--- src/rtl/token_rx_sb_pkg.sv ---
// Shared types and constants for the token receive scoreboard.
package token_rx_pkg;

  typedef enum logic [1:0] {
    IDLE  = 2'd0,
    OFFER = 2'd1,
    ACKW  = 2'd2
  } state_t;

  localparam logic BR_A = 1'b0;
  localparam logic BR_B = 1'b1;

  localparam int SYNC_STAGES_DEF = 2;

  // Lone request wins; on a tie the branch not served last time wins.
  function automatic logic pick_branch(input logic sa, input logic sb, input logic last_br);
    logic br;
    if (sa && sb) begin
      br = ~last_br;
    end else if (sb) begin
      br = BR_B;
    end else begin
      br = BR_A;
    end
    return br;
  endfunction

endpackage

--- src/rtl/token_rx_sb_if.sv ---
// Handshake, token and status bundle between the branch stage/consumer and the receiver.
interface token_rx_sb_if #(
  parameter int CNT_W = 16
);
  logic             senda;
  logic             sendb;
  logic             acka;
  logic             ackb;
  logic             tok_valid;
  logic             tok_br;
  logic             tok_ready;
  logic [CNT_W-1:0] cnt_a;
  logic [CNT_W-1:0] cnt_b;
  logic             proto_err;

  modport master (
    output senda, sendb, tok_ready,
    input  acka, ackb, tok_valid, tok_br, cnt_a, cnt_b, proto_err
  );

  modport slave (
    input  senda, sendb, tok_ready,
    output acka, ackb, tok_valid, tok_br, cnt_a, cnt_b, proto_err
  );
endinterface

--- src/rtl/token_rx_sb_sync.sv ---
// Bit synchronizer of configurable depth with asynchronous clear.
module token_rx_sync #(
  parameter int STAGES = 2
) (
  input  logic clk,
  input  logic reset,
  input  logic d,
  output logic q
);

  logic [STAGES-1:0] ff_r;

  // Shift the asynchronous input through the flop chain.
  always_ff @(posedge clk or posedge reset) begin
    if (reset) begin
      ff_r <= {STAGES{1'b0}};
    end else begin
      ff_r <= {ff_r[STAGES-2:0], d};
    end
  end

  assign q = ff_r[STAGES-1];

endmodule

--- src/rtl/token_rx_sb.sv ---
// Merges two 4-phase branch requests into a clocked valid/ready token stream,
// acknowledging each branch and counting accepted tokens per branch.
module token_rx_sb
  import token_rx_pkg::*;
#(
  parameter int SYNC_STAGES = SYNC_STAGES_DEF,
  parameter int CNT_W       = 16
) (
  input  logic         clk,
  input  logic         reset,
  token_rx_sb_if.slave bus
);

  localparam logic [CNT_W-1:0] CNT_ONE = {{(CNT_W-1){1'b0}}, 1'b1};

  logic             sa_s, sb_s, s_sel_s;
  state_t           state_r, state_nx_s;
  logic             sel_r, sel_nx_s;
  logic             last_br_r, last_br_nx_s;
  logic             acka_r, acka_nx_s;
  logic             ackb_r, ackb_nx_s;
  logic             tok_valid_r, tok_valid_nx_s;
  logic             tok_br_r, tok_br_nx_s;
  logic [CNT_W-1:0] cnt_a_r, cnt_a_nx_s;
  logic [CNT_W-1:0] cnt_b_r, cnt_b_nx_s;
  logic             proto_err_r, proto_err_nx_s;

  token_rx_sync #(.STAGES(SYNC_STAGES)) u_sync_a (
    .clk   (clk),
    .reset (reset),
    .d     (bus.senda),
    .q     (sa_s)
  );

  token_rx_sync #(.STAGES(SYNC_STAGES)) u_sync_b (
    .clk   (clk),
    .reset (reset),
    .d     (bus.sendb),
    .q     (sb_s)
  );

  // Synchronized request of the branch currently being served.
  always_comb begin
    s_sel_s = sa_s;
    if (sel_r == BR_B) begin
      s_sel_s = sb_s;
    end else begin
      s_sel_s = sa_s;
    end
  end

  // Next-state and next-output logic of the handshake FSM.
  always_comb begin
    state_nx_s     = state_r;
    sel_nx_s       = sel_r;
    last_br_nx_s   = last_br_r;
    acka_nx_s      = acka_r;
    ackb_nx_s      = ackb_r;
    tok_valid_nx_s = tok_valid_r;
    tok_br_nx_s    = tok_br_r;
    cnt_a_nx_s     = cnt_a_r;
    cnt_b_nx_s     = cnt_b_r;
    proto_err_nx_s = proto_err_r;
    case (state_r)
      IDLE: begin
        if (sa_s || sb_s) begin
          sel_nx_s       = pick_branch(sa_s, sb_s, last_br_r);
          tok_br_nx_s    = pick_branch(sa_s, sb_s, last_br_r);
          tok_valid_nx_s = 1'b1;
          state_nx_s     = OFFER;
        end else begin
          state_nx_s = IDLE;
        end
      end
      OFFER: begin
        // A withdrawn request is a violation even if the consumer is ready.
        if (!s_sel_s) begin
          proto_err_nx_s = 1'b1;
          tok_valid_nx_s = 1'b0;
          state_nx_s     = IDLE;
        end else if (bus.tok_ready) begin
          tok_valid_nx_s = 1'b0;
          last_br_nx_s   = sel_r;
          state_nx_s     = ACKW;
          if (sel_r == BR_B) begin
            ackb_nx_s  = 1'b1;
            cnt_b_nx_s = cnt_b_r + CNT_ONE;
          end else begin
            acka_nx_s  = 1'b1;
            cnt_a_nx_s = cnt_a_r + CNT_ONE;
          end
        end else begin
          state_nx_s = OFFER;
        end
      end
      ACKW: begin
        if (!s_sel_s) begin
          acka_nx_s  = 1'b0;
          ackb_nx_s  = 1'b0;
          state_nx_s = IDLE;
        end else begin
          state_nx_s = ACKW;
        end
      end
      default: begin
        acka_nx_s      = 1'b0;
        ackb_nx_s      = 1'b0;
        tok_valid_nx_s = 1'b0;
        state_nx_s     = IDLE;
      end
    endcase
  end

  // State and registered outputs; LAST_BR resets to B so A wins the first tie.
  always_ff @(posedge clk or posedge reset) begin
    if (reset) begin
      state_r     <= IDLE;
      sel_r       <= BR_A;
      last_br_r   <= BR_B;
      acka_r      <= 1'b0;
      ackb_r      <= 1'b0;
      tok_valid_r <= 1'b0;
      tok_br_r    <= 1'b0;
      cnt_a_r     <= {CNT_W{1'b0}};
      cnt_b_r     <= {CNT_W{1'b0}};
      proto_err_r <= 1'b0;
    end else begin
      state_r     <= state_nx_s;
      sel_r       <= sel_nx_s;
      last_br_r   <= last_br_nx_s;
      acka_r      <= acka_nx_s;
      ackb_r      <= ackb_nx_s;
      tok_valid_r <= tok_valid_nx_s;
      tok_br_r    <= tok_br_nx_s;
      cnt_a_r     <= cnt_a_nx_s;
      cnt_b_r     <= cnt_b_nx_s;
      proto_err_r <= proto_err_nx_s;
    end
  end

  assign bus.acka      = acka_r;
  assign bus.ackb      = ackb_r;
  assign bus.tok_valid = tok_valid_r;
  assign bus.tok_br    = tok_br_r;
  assign bus.cnt_a     = cnt_a_r;
  assign bus.cnt_b     = cnt_b_r;
  assign bus.proto_err = proto_err_r;

endmodule

--- src/flat_wrapper.sv ---
// flat-port wrapper written by rule: the top's interface ports become plain ports
module token_rx_sb_flat import token_rx_pkg::*;
#(
  parameter int SYNC_STAGES = SYNC_STAGES_DEF,
  parameter int CNT_W       = 16
)
  (clk, reset, bus_senda, bus_sendb, bus_tok_ready, bus_acka, bus_ackb, bus_tok_valid, bus_tok_br, bus_cnt_a, bus_cnt_b, bus_proto_err);
  token_rx_sb_if #(.CNT_W(CNT_W)) bus_i ();
  input  logic clk;
  input  logic reset;
  input wire logic [$bits(bus_i.senda)-1:0] bus_senda;
  input wire logic [$bits(bus_i.sendb)-1:0] bus_sendb;
  input wire logic [$bits(bus_i.tok_ready)-1:0] bus_tok_ready;
  output wire logic [$bits(bus_i.acka)-1:0] bus_acka;
  output wire logic [$bits(bus_i.ackb)-1:0] bus_ackb;
  output wire logic [$bits(bus_i.tok_valid)-1:0] bus_tok_valid;
  output wire logic [$bits(bus_i.tok_br)-1:0] bus_tok_br;
  output wire logic [$bits(bus_i.cnt_a)-1:0] bus_cnt_a;
  output wire logic [$bits(bus_i.cnt_b)-1:0] bus_cnt_b;
  output wire logic [$bits(bus_i.proto_err)-1:0] bus_proto_err;
  assign bus_i.senda = bus_senda;
  assign bus_i.sendb = bus_sendb;
  assign bus_i.tok_ready = bus_tok_ready;
  assign bus_acka = bus_i.acka;
  assign bus_ackb = bus_i.ackb;
  assign bus_tok_valid = bus_i.tok_valid;
  assign bus_tok_br = bus_i.tok_br;
  assign bus_cnt_a = bus_i.cnt_a;
  assign bus_cnt_b = bus_i.cnt_b;
  assign bus_proto_err = bus_i.proto_err;
  token_rx_sb #(.SYNC_STAGES(SYNC_STAGES), .CNT_W(CNT_W)) u_core (.clk(clk), .reset(reset), .bus(bus_i));
endmodule
--- config.mk ---
export PLATFORM = sky130hd
export DESIGN_NAME = token_rx_sb_flat
export DESIGN_NICKNAME = d
export VERILOG_FILES = /design/src/rtl/token_rx_sb_pkg.sv /design/src/rtl/token_rx_sb_if.sv /design/src/rtl/token_rx_sb_sync.sv /design/src/rtl/token_rx_sb.sv /design/src/flat_wrapper.sv
export SDC_FILE = /design/constraint.sdc
export NUM_CORES = 1
export LEC_CHECK = 0
export CAP_MARGIN = 15
export CORE_ASPECT_RATIO = 0.8
export CORE_MARGIN = 2
export CORE_UTILIZATION = 35
export CTS_CLUSTER_DIAMETER = 30
export DETAILED_ROUTE_END_ITERATION = 6
export GPL_ROUTABILITY_DRIVEN = 1
export SETUP_SLACK_MARGIN = 0.5
export SLEW_MARGIN = 25
export SYNTH_ARGS = -nofsm -noshare
export SYNTH_HDL_FRONTEND = slang
export SYNTH_HIERARCHICAL = 1
export SYNTH_SLANG_ARGS = --single-unit
--- constraint.sdc ---
create_clock -name clk -period 1.52 [get_ports clk]
set_clock_uncertainty 0.05 [all_clocks]
set_input_delay 0.304 -clock clk [delete_from_list [all_inputs] [get_ports clk]]
set_output_delay 0.304 -clock clk [all_outputs]
set_load 0.01 [all_outputs]
## After elaboration in Yosys (flattened, before gate mapping)

Index checks and enable logic that the tools add are counted.

- Output and inout bits: 37
- Word-level logic and storage cells: 59
- Input bits: 5
- Bits in registers: 44

- Bitwise operators: 5
- Reductions and logical operators: 11
- Equal/unequal tests: 9
- Add/subtract/negate cells: 2
- Mux-type cells: 21

Operators with widths:

| operator | count |
|---|---|
| 16-bit by 1-bit adder with 16-bit output, second input constant | 2 |
| 1-bit 2-to-1 mux | 14 |
| 5-bit AND reduction | 2 |
| 1-bit case mux with 3 select lines | 3 |
| 4-bit AND reduction | 2 |
| 2-bit 2-to-1 mux | 3 |
| 2-bit by 1-bit != test with 1-bit output, second input constant | 3 |
| 2-bit != test, second input constant | 3 |
| 2-bit case mux with 3 select lines | 1 |
| 3-bit AND reduction | 2 |
| 1-bit NOT | 5 |
| 2-bit AND reduction | 2 |
| 3-bit != test, second input constant | 1 |
| 2-bit by 1-bit == test with 1-bit output, second input constant | 1 |
| 2-bit == test, second input constant | 1 |
| 2-bit logical NOT | 1 |
| 1-bit logical AND | 1 |
| 1-bit logical OR | 1 |

## Longest topological paths before layout

- Depth after elaboration: 4
- Mapped depth: 5
- Mapped depth without buffers: 5

## Hierarchy

Netlist, hierarchy kept.

Modules (own cells, without submodules):

| module | sequential area each (µm²) | times used | cells an instance | area an instance (µm²) |
|---|---|---|---|---|
| token_rx_sb | 1002.2 | 1 | 154 | 1806.7 |
| token_rx_sync | 50.0 | 2 | 3 | 53.8 |

## Least setup slack after synthesis

No wires, ideal clock.

- Path kind: register to register
- From: reg u_core/bus.tok_br (netlist name)
- To: reg u_core.cnt_a_r[6] (netlist: u_core/bus.cnt_a[6])
- Setup slack: -0.022 ns
- Cell stages (with the launch flop): 5
- Arrival time: 1.413 ns
- Setup time: 0.079 ns
- Required time: 1.391 ns
- Clock period less this slack: 1.542 ns
- Path buffers: 0
- Cell sequence: dfrtp_1 nand2b_1 nor4_4 and3_1 xor2_1

RTL lines:

| what | RTL line | source |
|---|---|---|
| to (signal assigned) | token_rx_sb.sv:124 | `cnt_a_r <= {CNT_W{1'b0}};` |
| to (signal assigned) | token_rx_sb.sv:135 | `cnt_a_r <= cnt_a_nx_s;` |
| to (decl) | token_rx_sb.sv:24 | `logic [CNT_W-1:0] cnt_a_r, cnt_a_nx_s;` |

==> metrics.txt <==
synthesized area 1910 um^2; Gate power share 45.9%; H-Tree Depth 2; Setup crit end kind flop; vias per cell 4.68; worst path arrival time 1.72 ns; Max Fclk 649 MHz; sw frac between 30% and 40%; synth unique cells 31; num rows 24; Peak supply drop 0.751 mV; CP max stage delay 0.44 ns; most frequent cell after synthesis dfrtp_1; flops & latches, synth 44; ant diodes 0; Area growth syn-to-layout 74.3%; Synth Net Count 167; Initial Utilization a little over a third; clock buffer depth 2; cell area after layout roughly 3300 um^2; setup ws final -0.0207 ns; Syn Inst Count 160; Worst Hold Slack 0.209 ns; Final Total Pwr 0.00434 W; Pins Over Slew Limit 0; number of nets in the layout 290; Iter 0 DRT Violations 80; Finished Core Util between 60% and 70%; RSZ-0062 raised after global routing true; largest net degree at the start of global routing 18; Worst-path clk slew 0.09 ns; status finished with violations; Area contributors post-synth dfrtp_1 56%, xnor2_1 9.6%, xor2_1 4.1%, nand4_1 3.6%, nand2_1 2.9%; Die Area 6080 um^2; sequential share of the synthesized area 57.6%; P_int approximately 0.0029 W; Residual DRC 0; final hold vios 0; delay-heaviest family, CP simple AND/OR/NAND/NOR gates; number of synthesized flops with an enable pin 0; crit path kind reg -> reg; gpl congestion around 0.76; syn avg cell area 12.0 um^2; CTS sink cnt 44; first-pass GRT wire length 7.99 mm; final setup violating endpoints 6; Max Cap Viol 0; Skew-Pair Late Insertion Delay 0.30 ns; Pleak 1.70 nW; CP Cell Sequence nand2b_4 -> nor4_4 -> buf_6 -> and3_4 -> xor2_1; dpl hpwl 2.95 mm; failing checks negative setup slack; Boundary Pins 42; post-route minimum period approximately 1.5 ns; Slew headroom 77.6%; layout cell share with drive strength beyond 1 57.7%; Vias 1,634; CTS buffer count 5; Post-synth ARST share 100%; root buf cell clkbuf_8; Fill cells 421; Critical-path top delay cell dfrtp_2; power per cell area 1300 nW/um^2; initial antenna violation count 0; Die W between 80 and 90 um; WL/cell 14.0 um; CTS tree yes; number of port buffers 41; Worst Hold Class in -> async; Core Region roughly 5400 um^2; hold_buf cts 0; clock share of power between 10% and 20%; Yosys warnings 6; largest area contributor in the netlist dfrtp_1; Worst Setup Start Kind flop; die height approximately 70 um; WP data required 1.70 ns; Synth top area share between 50% and 60%; GR Util All Layers approximately 17%; worst path bufs/invs 1; Routed WL between 4 and 5 mm; Flop pwr share a little over a third; number of global-route vias before repair 1,715; pre-CTS setup slack -0.466 ns; DR pass1 iterations 4; period utilization 101%; grt ovf 0; Final ANT Viol Nets 0; slew at the pin closest to its max-slew limit 0.335 ns; placed inst area 2690 um^2; Synth top cells by count 43 x dfrtp_1, 21 x xnor2_1, 15 x nand2_1; sw power 0.00147 W; Most used DFF post-synth dfrtp_1; Worst Path Max Fanout 6
[power by group through the flow]
stage / Combinational [W] / Clock, W / Sequential (W)
6_report: 0.00199 / 0.000762 / 0.00159
5_1_grt: 0.00213 / 0.000842 / 0.00162
4_1_cts: 0.00175 / 0.000777 / 0.00157
3_5_place_dp: 0.00132 / 0 / 0.00157
3_3_place_gp: 0.00130 / 0 / 0.00157
2_1_floorplan: 0.000511 / 0 / 0.00169
[routing by layer]
| layer | share of wire, % | vias up | track usage (%) |
|---|---|---|---|
| met4 | 0.25 | 0 | 3.82 |
| met2 | 47 | 31 | 26.1 |
| li1 | - | 799 | - |
| met3 | 4.8 | 2 | 5.20 |
| met1 | 48 | 802 | 23.2 |
| met5 | 0 | - | 0 |
[state kept, by name, summed over array words and instances (netlist names)]
signal	count
u_core/bus.tok_valid	1
u_core/state_r	2
u_core/bus.proto_err	1
u_core/u_sync_a/ff_r	2
u_core/last_br_r	1
u_core/bus.cnt_a	16
u_core/bus.ackb	1
u_core/bus.cnt_b	16
u_core/u_sync_b/ff_r	2
u_core/bus.tok_br	1
u_core/bus.acka	1
[stage by stage]
step	setup TNS, ns	cells
after floorplan	0	160
after global placement	-9.38	291
after detailed placement	-9.93	291
after CTS	0	333
after global routing	-1.29	349
final	-0.0601	349
[final cells by class]
type | instances | area [um^2] | area share (%)
multi-input combinational | 109 | 1020 | 30.6
inverter | 6 | 26.3 | 0.787
clock buffer | 5 | 68.8 | 2.06
clock inverter | 3 | 23.8 | 0.712
tap | 65 | 81.3 | 2.44
timing repair buffer | 117 | 1010 | 30.2
sequential | 44 | 1110 | 33.2
[cell families after synthesis]
family                     share of synthesized area (%)
and+or+nand+nor                                     20.1
DFF                                                 57.6
xor gates and xnor gates                            13.7
AOI/OAI and AO/OA                                   4.31
buffers and inverters                               1.76
muxes                                               1.18
adders and majority gates                           1.31
[timing repair]
item,CTS,global route
hold endpoints to repair,0,0
gates cloned,0,0
gates resized for setup,201,22
pin swaps,35,13
endpoints found under the setup margin,77,77
setup buffers,34,16
[path summary, 6_finish.rpt]
kind	endpoint	depth (start not counted)	start	slack (ns)
min	u_core/u_sync_b/ff_r[1]	2	reset	0.21
max	u_core/bus.cnt_a[6]	5	u_core/bus.tok_br	-0.02
max in group asynchronous	u_core/bus.tok_br	3	reset	0.72
min reg2reg	u_core/u_sync_b/ff_r[1]	0	u_core/u_sync_b/ff_r[0]	0.31
min in group clk	u_core/u_sync_b/ff_r[1]	0	u_core/u_sync_b/ff_r[0]	0.31
max reg2reg	u_core/bus.cnt_a[6]	5	u_core/bus.tok_br	-0.02
[cell usage in the layout (no fill, tap or decap), drive strengths merged]
master,n
clkdlybuf4s50,3
mux2,2
nor3,3
clkinv,1
o21ai,5
ha,2
and4,2
a22oi,1
nor2,11
buf,113
o22a,1
nand2,15
clkinvlp,3
nor4,4
and2,1
and3,3
nand2b,1
o21a,1
dfrtp,43
nand3b,1
nand3,9
xor2,9
dlygate4sd2,1
dfstp,1
xnor2,21
nor2b,2
a31o,1
a32o,1
nand4,11
clkbuf,5
a21o,2
inv,5
No activity file was read; power rests on OpenSTA's default activity.
